`src/rtl/wdf_pool.sv`:
```
// wdf_pool: pointer-addressed write-data buffer pool with one allocator, one write port,
// two read/release ports. Define WDF_POOL_PARITY_CHK_EN to enable pointer parity checking.
module wdf_pool #(
  parameter int DATA_W = 64,
  parameter int DEPTH  = 8,
  localparam int PTR_W = $clog2(DEPTH)
) (
  input  logic                 clk,
  input  logic                 rst,
  input  logic                 alloc_req,
  output logic                 alloc_gnt,
  output logic [PTR_W-1:0]     alloc_ptr,
  input  logic                 wr,
  input  logic [PTR_W-1:0]     wr_ptr,
  input  logic                 wr_p,
  input  logic [DATA_W-1:0]    wr_data,
  input  logic                 rd0,
  input  logic [PTR_W-1:0]     rd0_ptr,
  input  logic                 rd0_p,
  input  logic                 rd0_rel,
  output logic                 rd0_vld,
  output logic [DATA_W-1:0]    rd0_data,
  input  logic                 rd1,
  input  logic [PTR_W-1:0]     rd1_ptr,
  input  logic                 rd1_p,
  input  logic                 rd1_rel,
  output logic                 rd1_vld,
  output logic [DATA_W-1:0]    rd1_data,
  output logic [PTR_W:0]       credits,
  output logic                 err,
  output logic                 perr,
  output logic [2*DEPTH-1:0]   slot_state_dbg
);

  // Handshake: alloc_req/alloc_gnt complete in the same cycle (no holding); wr/rdN are
  // single-cycle strobes with no backpressure; rdN_vld is a one-cycle pulse one edge later.

  typedef enum logic [1:0] {
    SLOT_FREE  = 2'd0,
    SLOT_ALLOC = 2'd1,
    SLOT_FULL  = 2'd2
  } slot_t;

  slot_t             state_q [DEPTH];
  slot_t             state_d [DEPTH];
  logic [DATA_W-1:0] mem     [DEPTH];

  logic             wr_par_ok, rd0_par_ok, rd1_par_ok;
  logic             wr_ok, rd0_ok, rd1_ok;
  logic             rd0_rel_ok, rd1_rel_ok;
  logic             err_set, perr_set;
  logic [PTR_W-1:0] free_idx;
  logic [PTR_W:0]   rel_cnt;
  logic [PTR_W:0]   credits_d;

`ifdef WDF_POOL_PARITY_CHK_EN
  assign wr_par_ok  = ~^{wr_ptr, wr_p};
  assign rd0_par_ok = ~^{rd0_ptr, rd0_p};
  assign rd1_par_ok = ~^{rd1_ptr, rd1_p};
`else
  logic unused_par;
  assign unused_par = ^{wr_p, rd0_p, rd1_p};
  assign wr_par_ok  = 1'b1;
  assign rd0_par_ok = 1'b1;
  assign rd1_par_ok = 1'b1;
`endif

  assign wr_ok  = wr  && wr_par_ok  && (state_q[wr_ptr]  != SLOT_FREE);
  assign rd0_ok = rd0 && rd0_par_ok && (state_q[rd0_ptr] == SLOT_FULL);
  assign rd1_ok = rd1 && rd1_par_ok && (state_q[rd1_ptr] == SLOT_FULL);
  assign rd0_rel_ok = rd0_ok && rd0_rel;
  assign rd1_rel_ok = rd1_ok && rd1_rel;

  assign err_set  = (wr  && wr_par_ok  && (state_q[wr_ptr]  == SLOT_FREE)) ||
                    (rd0 && rd0_par_ok && (state_q[rd0_ptr] != SLOT_FULL)) ||
                    (rd1 && rd1_par_ok && (state_q[rd1_ptr] != SLOT_FULL));
  assign perr_set = (wr && !wr_par_ok) || (rd0 && !rd0_par_ok) || (rd1 && !rd1_par_ok);

  // Both ports releasing the same slot frees it only once.
  assign rel_cnt = (PTR_W+1)'(rd0_rel_ok) +
                   (PTR_W+1)'(rd1_rel_ok && !(rd0_rel_ok && (rd0_ptr == rd1_ptr)));

  always_comb begin
    free_idx = '0;
    for (int i = DEPTH - 1; i >= 0; i--) begin
      if (state_q[i] == SLOT_FREE) free_idx = PTR_W'(i);
    end
  end

  assign alloc_gnt = alloc_req && (credits != '0);
  assign alloc_ptr = alloc_gnt ? free_idx : '0;
  assign credits_d = credits - (PTR_W+1)'(alloc_gnt) + rel_cnt;

  // Release is applied last so it beats a same-cycle write to the same slot.
  always_comb begin
    for (int i = 0; i < DEPTH; i++) begin
      state_d[i] = state_q[i];
      if (alloc_gnt && (alloc_ptr == PTR_W'(i))) state_d[i] = SLOT_ALLOC;
      if (wr_ok && (wr_ptr == PTR_W'(i)))        state_d[i] = SLOT_FULL;
      if ((rd0_rel_ok && (rd0_ptr == PTR_W'(i))) ||
          (rd1_rel_ok && (rd1_ptr == PTR_W'(i)))) state_d[i] = SLOT_FREE;
    end
  end

  always_comb begin
    for (int i = 0; i < DEPTH; i++) slot_state_dbg[2*i +: 2] = state_q[i];
  end

  always_ff @(posedge clk or posedge rst) begin
    if (rst) begin
      for (int i = 0; i < DEPTH; i++) state_q[i] <= SLOT_FREE;
      credits  <= (PTR_W+1)'(DEPTH);
      rd0_vld  <= 1'b0;
      rd1_vld  <= 1'b0;
      rd0_data <= '0;
      rd1_data <= '0;
      err      <= 1'b0;
      perr     <= 1'b0;
    end else begin
      for (int i = 0; i < DEPTH; i++) state_q[i] <= state_d[i];
      credits <= credits_d;
      rd0_vld <= rd0_ok;
      rd1_vld <= rd1_ok;
      if (rd0_ok) rd0_data <= mem[rd0_ptr];
      if (rd1_ok) rd1_data <= mem[rd1_ptr];
      if (err_set)  err  <= 1'b1;
      if (perr_set) perr <= 1'b1;
    end
  end

  always_ff @(posedge clk) begin
    if (wr_ok) mem[wr_ptr] <= wr_data;
  end

endmodule
```
`config.mk`:
```
export PLATFORM = sky130hd
export DESIGN_NAME = wdf_pool
export DESIGN_NICKNAME = d
export VERILOG_FILES = /design/src/rtl/wdf_pool.sv
export SDC_FILE = /design/constraint.sdc
export NUM_CORES = 1
export LEC_CHECK = 0
export ABC_AREA = 1
export CAP_MARGIN = 20
export CORE_MARGIN = 2
export CORE_UTILIZATION = 50
export CTS_CLUSTER_SIZE = 24
export DETAILED_ROUTE_END_ITERATION = 6
export PLACE_DENSITY = 0.7
export SLEW_MARGIN = 25
export SYNTH_ARGS = -nofsm -noshare
export SYNTH_HDL_FRONTEND = slang
export SYNTH_SLANG_ARGS = --single-unit
```
`constraint.sdc`:
```
create_clock -name clk -period 11.75 [get_ports clk]
set_input_delay 2.35 -clock clk [delete_from_list [all_inputs] [get_ports clk]]
set_output_delay 2.35 -clock clk [all_outputs]
set_load 0.01 [all_outputs]
```
# --- Yosys cells after proc, flatten, opt, wreduce, memory -nomap -nowiden ---
# Memories as Yosys holds them, arrays and structs flattened. A register that Yosys moved wholly into a read port is not among the register bits.
# Index checks and enable logic that the tools add are counted.
totals:
  n_memories: 1
  ram_bits: 512
  output_inout_bits: 156
  inputBits: 84
  ff_bits: 23
  word_cells: 176
mem_list:
  columns: ["name", "depth", "word_bits", "read_ports", "rd_ports_with_merged_regs", "write_ports", "line", "text"]
  rows:
  - ["mem", 8, 64, 2, 2, 1, "46", "logic [DATA_W-1:0] mem [DEPTH];"]
classes:
  add_sub_neg: 3
  n_mux: 44
  n_eq_ne: 33
  n_lt_le_gt_ge: 3
  bitwise: 3
  n_reduce_logical: 77
op_table:
  columns: ["op", "count"]
  rows:
  - ["$mux W2", 30]
  - ["$eq A3 B3 Y1 const B", 16]
  - ["$logic_and A1 B1 Y1", 43]
  - ["$mux W3", 9]
  - ["$eq A3 B2 Y1 const B", 8]
  - ["$reduce_bool A3 Y1", 8]
  - ["$bmux W2 S3", 3]
  - ["$logic_not A2 Y1", 9]
  - ["$eq A3 B1 Y1 const B", 4]
  - ["$ge A4 B4 Y1 const B", 3]
  - ["$logic_not A3 Y1", 4]
  - ["$not A3 Y4", 3]
  - ["$logic_or A1 B1 Y1", 10]
  - ["$add A4 B2 Y4", 1]
  - ["$eq A2 B2 Y1 const B", 2]
  - ["$ne A2 B2 Y1 const B", 2]
  - ["$reduce_bool A4 Y1", 1]
  - ["$sub A4 B1 Y4", 1]
  - ["$eq A3 B3 Y1", 1]
  - ["$add A1 B1 Y2", 1]
  - ["$mux W1", 2]
  - ["$reduce_bool A2 Y1", 1]
  - ["$logic_not A1 Y1", 1]

# --- Logic depth before layout (Yosys ltp) ---
# Gate-level depths: netlist (run 1).
depth:
  ltp_word: 15
  ltp_mapped: 17
  depth_no_buf: 16

# --- Least setup slack after synthesis (run 1) ---
# OpenSTA, ideal clock, no wires.
synth_timing:
  kind: "input -> register"
  from: "input port wr_ptr[0]"
  to: "memory mem[1][0], enable pin"
  required_ps: 11260
  stages: 6
  path_slack_ps: 5527
  t_arrival_ps: 5733
  path_cell_list: "inv_1 -> nor2_1 -> nand2_1 -> nand4_1 -> nand3_1 -> nor2_1"
synth_between:
  elab_chain_cells: 8
synth_rtl:
  columns: ["item", "line", "text"]
  rows:
  - ["start: declaration", "14", "input logic [PTR_W-1:0] wr_ptr,"]
  - ["$not A3 Y4 (implied by the code)", "68", "assign wr_ok = wr && wr_par_ok && (state_q[wr_ptr] != SLOT_FREE);"]
  - ["$bmux W2 S3", "68", null]
  - ["$mux W2 (implied by the code) (2 in series)", "68", null]
  - ["$reduce_bool A2 Y1", "68", null]
  - ["$logic_and A1 B1 Y1", "68", null]
  - ["$mux W1", "132", "if (wr_ok) mem[wr_ptr] <= wr_data;"]
  - ["$mux W1 (implied by the code)", "132", null]
  - ["end: declaration", "46", null]
# Several ways; a longest one is shown, not always the timed one. The select of a mux whose other input is x is not followed.

# --- Final worst setup path (run 1) ---
layout_timing:
  from: "input port rd1_ptr[0]"
  to: "register rd1_data[57] (read register of mem)"
layout_between:
  elab_chain_cells: 6
layout_rtl:
  columns: ["item", "line", "text"]
  rows:
  - ["start: declaration", "24", "input logic [PTR_W-1:0] rd1_ptr,"]
  - ["$not A3 Y4 (implied by the code)", "70", "assign rd1_ok = rd1 && rd1_par_ok && (state_q[rd1_ptr] == SLOT_FULL);"]
  - ["$bmux W2 S3", "70", null]
  - ["$mux W2 (implied by the code) (2 in series)", "70", null]
  - ["$eq A2 B2 Y1", "70", null]
  - ["$logic_and A1 B1 Y1", "70", null]
  - ["end: declaration", "28", "output logic [DATA_W-1:0] rd1_data,"]
# Several ways; a longest one is shown, not always the timed one. The select of a mux whose other input is x is not followed.
# A chain may end at the register's enable or synchronous reset.

==> results of run 1 <==
layout by cell type (no fill, tap or decap), types with 72 or more instances in the layout:
cell type,n
clkbuf_16,72
clkdlybuf4s50_1,233
dfrtp_1,150
edfxtp_1,512
inv_1,109
nand2_1,1072
nand3_1,123
nand4_1,150
o21a_1,84
o21ai_0,85
per-stage QoR:
step / hold WS, ns / util / instance area [um2] / power [uW]
after floorplan: 0.5065 / - / 29040 / 3722
after global placement: 0.4651 / 0.5541 / 31910 / 4552
after detailed placement: 0.4689 / 0.5541 / 31910 / 4577
after CTS: 0.4841 / 0.5934 / 34170 / 6744
after global routing: 0.5027 / 0.5935 / 34180 / 6992
final: 0.4785 / 0.5937 / 34190 / 6728
flip-flops by register name, summed over array words and instances (netlist names):
signal	count
mem	512
rd0_data	64
rd1_data	64
slot_state_dbg	16
credits	4
err	1
rd0_vld	1
rd1_vld	1
final timing paths:
check / start / end / cells after the start
min in group asynchronous: rst / credits[1] / 2
worst min register to register: rd1_data[24] / rd1_data[24] / 2
worst min-delay path: rd1_data[24] / rd1_data[24] / 2
max in group asynchronous: rst / rd0_vld / 3
worst max register to register: slot_state_dbg[9] / mem[4][54] / 7
worst max-delay path: rd1_ptr[0] / rd1_data[57] / 13
metal layers:
metal | vias to the layer above | share of wire | wire, um
met5 | - | 0.00074 | 67
met4 | 12 | 0.037 | 3344
met3 | 266 | 0.11 | 9842
met2 | 1393 | 0.47 | 42800
met1 | 11280 | 0.38 | 34430
li1 | 10060 | - | -
worst min-delay path: cells and delay by family (launching register included):
family           cells  cell delay, ns
DFF                  1            0.34
and+or+nand+nor      2            0.10
power by group through the flow:
stage / Combinational (uW) / Clock, uW / Sequential (uW)
floorplan: 567 / 0 / 3160
global placement: 1450 / 0 / 3110
detailed placement: 1460 / 0 / 3120
CTS: 1470 / 2200 / 3070
global route: 1590 / 2300 / 3100
finish: 1470 / 2190 / 3070
layout make-up:
type / instances / area [um2]
clock inverters: 25 / 252.7
fillers: 4563 / 23390
multi-input cells: 1832 / 8736
clock buffers: 101 / 2011
flip-flops and latches: 663 / 19150
diodes: 7 / 17.52
inverters: 120 / 471.7
well taps: 765 / 957.2
repair buffers: 266 / 2590
kinds of logic (layout without fill, tap and decap cells):
logic type | count (synthesis) | count (layout)
flip-flops | 663 | 663
other | 1 | 8
buffers and inverters | 291 | 512
adder cells (fa/ha/maj) | 6 | 6
XOR/XNOR | 2 | 2
AND/OR/NAND/NOR | 1430 | 1430
AO/OA/AOI/OAI | 393 | 393
==> results by group, run 1 <==
Route
  • Initial drt markers: 2345
  • Wirelength per Cell: 23.94 um
  • Vias per cell: 6.089
  • Detail Route Antenna Nets: 0
  • Vias post-DR: 23010
  • Final wirelength: 90480 um
  • 1st-pass router iterations: 5
  • # DRC: 0

Yosys
  • Distinct cell type count after synthesis: 37
  • Dominant synthesized flop cell: edfxtp_1
  • Largest family of logic cells by synthesized area: simple AND/OR/NAND/NOR gates
  • Post-synthesis simple-gate area fraction: 0.2039
  • Post-Synth Adder-Cell Area: 0.003102
  • Post-synth EDFFs: 512
  • Mapped Area: 29040 um2
  • Main area contributors after synthesis: edfxtp_1, nand2_1, dfrtp_1, nand4_1, o21a_1
  • Multiplexer share of the synthesized area: 0
  • Top-count cell post-synth: nand2_1
  • Syn nets: 2876
  • Number of synthesized register bits: 663
  • Post-synth top area share: 0.5295
  • Yosys top cell by area: edfxtp_1
  • Syn avg cell area: 10.42 um2
  • Post-synth top cells: nand2_1, edfxtp_1, dfrtp_1, nand4_1, nand3_1
  • Seq/Total Area, Yosys: 0.6596
  • Complex-gate fraction of the synthesized area: 0.09010
  • XOR/XNOR Fraction of Synth Area: 0.0006032
  • Synth async-reset ratio: 0.2278
  • Gate Count Post-Synth: 2786
  • Yosys warning count: 0

Placed design
  • Pre-CTS WS: 4.154 ns
  • Buffers on Ports: 235
  • Placed insts: 3646
  • Dpl hpwl: 48750 um
  • Gpl congestion: 0.8940

Power and ir drop
  • Switch share: 0.2820
  • P per Cell Area: 196.8 nW/um2
  • P_int: 4831 uW
  • Clock share of power: 0.325
  • Max IR drop VDD: 130.1 uV
  • NetSw: 1897 uW
  • Comb pwr share: 0.218
  • Proportion of power drawn by flip-flops and latches: 0.457
  • Leak pwr: 0.01252 uW

Global route
  • Met1 usage: 0.3824
  • Met2 Usage GRT: 0.4910
  • Initial antenna violation count: 13
  • Largest net degree at the start of global routing: 123
  • Grt met3 use: 0.06845
  • GRT Total Usage: 0.2998
  • First-pass GRT wire length: 135500 um
  • GRT busiest layer: met2
  • Number of global-route vias before repair: 23160
  • Total congestion overflow: 0

STA
  • Final Skew: 0.02192 ns
  • Tcrit/Tclk final: 0.6048
  • Crit path time final: 7.106 ns
  • Fin worst setup slack: 4.644 ns
  • Final hold vios: 0
  • Max frequency: 140.7 MHz
  • TNS Setup: 0 ns
  • Slew headroom: 0.2830
  • RSZ-0062 raised after global routing: false
  • Slew Viols, Final: 0
  • Least-Margin Pin Slew: 1.075 ns
  • Final setup viols: 0

Layout
  • Synth-to-Final Area Change: 17.74%
  • Nets@finish: 3041
  • Post-route insts no fill: 3779
  • Layout cells sized above 1: 0.05387

CTS
  • CTS buffer count: 68
  • Post-CTS Hold Buffers: 0
  • H-Tree Depth: 3
  • Post_cts resized: 0
  • CTS Root Cell: clkbuf_16
  • Clock sink count: 663
  • Worst-skew pair later-pin latency: 0.61 ns
  • CTS Buffer Depth: 3
  • CTS tree: yes
  • Worst-path clk slew: 0.06 ns
  • Postcts setup bufs: 0

Critical path
  • CP bufs+invs: 4
  • Max stage delay on crit path: 1.00 ns
  • Critical path fanouts, max: 60
  • Largest delay share family, worst path: buffers and inverters
  • WP data arrival: 7.58 ns
  • Reg2Reg Setup Slack: 8.05 ns
  • CP max-delay cell: inv_4
  • Most used cell, CP: nand2_1
  • Crit. End Element: flop
  • Startpoint Class: input pin
  • WP data required: 12.22 ns
  • Worst setup path category: in -> reg
  • Crit-path cells: clkdlybuf4s50_1 -> nand2_2 -> inv_4 -> nand2_1 -> nand2_1 -> nor2_1 -> nand3_1 -> nand2_2 -> nand2_4 -> clkinv_2 -> buf_4 -> o21ai_0 -> nand2_1

Die
  • Initial Util: 0.5043
  • I/O pin count: 240
  • Die height: 245.0 um
  • Rows: 88
  • Die area: 60020 um2
  • Die width: 245.0 um
  • Core area: 57590 um2

Worst hold path
  • Worst Hold Class: reg -> reg

Status
  • Status: completed

Job
  • Max_cap viols: 0
(Power assumes the default switching activity.)
==> inputs of run 2 (changes only) <==
Settings changed: PLACE_DENSITY 0.7 to 0.73.
Clock period 11.75 ns to 5.8 ns, I/O delays scaled along.
==> results by group, run 2 (synthesis gave the netlist of run 1 again) <==
Route
  • Detail Route Antenna Nets: 0
  • Initial drt markers: 2680
  • Vias per cell: 6.106
  • Final wirelength: 90440 um
  • Wirelength per Cell: 23.83 um
  • # DRC: 0
  • Vias post-DR: 23180
  • 1st-pass router iterations: 6

STA
  • Max frequency: 233.3 MHz
  • Least-Margin Pin Slew: 1.154 ns
  • Final hold vios: 0
  • Hold Slack: 0.4740 ns
  • Crit path time final: 4.286 ns
  • Final setup viols: 0
  • Final Skew: 0.01490 ns
  • TNS Setup: 0 ns
  • Slew Viols, Final: 0
  • Tcrit/Tclk final: 0.7390
  • RSZ-0062 raised after global routing: false
  • Slew headroom: 0.2307
  • Fin worst setup slack: 1.514 ns

Die
  • Core area: 57590 um2
  • Die area: 60020 um2
  • Initial Util: 0.5043
  • I/O pin count: 240
  • Die width: 245.0 um
  • Rows: 88
  • Die height: 245.0 um

Layout
  • Layout cells sized above 1: 0.06145
  • Finished Cell Area: 34540 um2
  • Nets@finish: 3060
  • Largest register by flop count: mem
  • Final design utilization: 0.5999
  • Most frequent cells in the layout: nand2_1, edfxtp_1, clkdlybuf4s50_1, nand4_1, dfrtp_1
  • Most common cell after layout, fill and taps aside: nand2_1
  • Largest registers: mem x512, rd0_data x64, rd1_data x64
  • Filler Cell Count: 4421
  • Synth-to-Final Area Change: 18.96%
  • Max reg flops: 512

Critical path
  • R2r worst-path depth: 7
  • Largest delay share family, worst path: simple AND/OR/NAND/NOR gates
  • CP Capture Point: credits[2]
  • Worst setup path category: in -> reg
  • Startpoint Class: input pin
  • RR Startpoint: slot_state_dbg[7]
  • Crit. End Element: flop
  • Crit-path cells: clkdlybuf4s50_1 -> nand2_1 -> nor2_1 -> nor2_1 -> nand2_1 -> nand3_1 -> nand2_2 -> nand2_4 -> nor2_1 -> nand2_1 -> inv_1 -> fa_1 -> inv_1 -> fa_1 -> xnor2_1
  • Worst r2r dst: mem[1][13]
  • WP data required: 6.30 ns
  • Critical path depth: 15
  • Critical path fanouts, max: 14
  • CP max-delay cell: clkdlybuf4s50_1
  • WP data arrival: 4.78 ns
  • Critical Path Source: rd1_ptr[0]
  • Reg2Reg Setup Slack: 2.85 ns
  • CP bufs+invs: 3
  • Max stage delay on crit path: 0.75 ns

Power and ir drop
  • P per Cell Area: 402.8 nW/um2
  • Max IR drop VDD: 272.0 uV
  • Leak pwr: 0.01271 uW

CTS
  • H-Tree Depth: 3
  • Worst-skew pair later-pin latency: 0.62 ns
  • Post_cts resized: 0
  • CTS Root Cell: clkbuf_16
  • CTS Buffer Depth: 3
  • Clock sink count: 663
  • CTS buffer count: 70
  • Post-CTS Hold Buffers: 0
  • Postcts setup bufs: 0
  • Worst-path clk slew: 0.06 ns
  • CTS tree: yes

Placed design
  • Dpl hpwl: 49620 um
  • Gpl congestion: 0.9140
  • Pre-CTS WS: 0.9742 ns
  • Placed Area: 32090 um2
  • Buffers on Ports: 235

Global route
  • Total congestion overflow: 0
  • Met2 Usage GRT: 0.4934
  • GRT busiest layer: met2
  • Grt met3 use: 0.05456
  • First-pass GRT wire length: 134900 um
  • Largest net degree at the start of global routing: 121
  • Met1 usage: 0.3807
  • GRT Total Usage: 0.2986
  • Initial antenna violation count: 11
  • Number of global-route vias before repair: 23260

Job
  • Max_cap viols: 0

Status
  • Status: completed

Worst hold path
  • Worst Hold Class: reg -> reg
run 2: worst min-delay path, stage by stage (launching register included):
cell and delay [ns]:
dfrtp_1 0.34, nand2_1 0.05, nand2_1 0.05
run 2: worst min path at each step:
stage	start	endpoint	slack, ns	depth (start not counted)
3_5_place_dp	rd1_data[47]	rd1_data[47]	0.47	2
6_report	rd1_data[23]	rd1_data[23]	0.47	2
5_1_grt	rd1_data[40]	rd1_data[40]	0.49	2
2_1_floorplan	err	err	0.51	2
3_3_place_gp	rd1_data[47]	rd1_data[47]	0.47	2
4_1_cts	rd1_data[47]	rd1_data[47]	0.48	2
run 2: power by group:
group,switching (uW),total [uW],internal (uW)
Combinational,1530,3000,1470
Sequential,461,6200,5740
Clock,1840,4720,2880
run 2: routing by layer:
metal / vias up / share of wire / wire (um)
met1: 11270 / 0.38 / 33950
li1: 10090 / - / -
met5: - / 0.0012 / 106
met3: 307 / 0.10 / 9175
met2: 1499 / 0.48 / 43440
met4: 16 / 0.042 / 3771
run 2: cell type report:
class | count | area, um2 | area share
Clock buffer | 105 | 2068 | 0.05987
Tap cell | 765 | 957.2 | 0.02771
Timing Repair Buffer | 283 | 2770 | 0.08019
Antenna cell | 4 | 10.01 | 0.0002898
Clock inverter | 24 | 375.4 | 0.01087
Sequential cell | 663 | 19150 | 0.5545
Multi-Input combinational cell | 1832 | 8736 | 0.2529
Inverter | 120 | 471.7 | 0.01366
run 2: per-stage QoR:
| step | instances | power [uW] |
|---|---|---|
| global placement | 3663 | 9203 |
| global route | 3795 | 14430 |
| floorplan | 2786 | 7540 |
| detailed placement | 3663 | 9267 |
| CTS | 3792 | 13960 |
| finish | 3796 | 13910 |
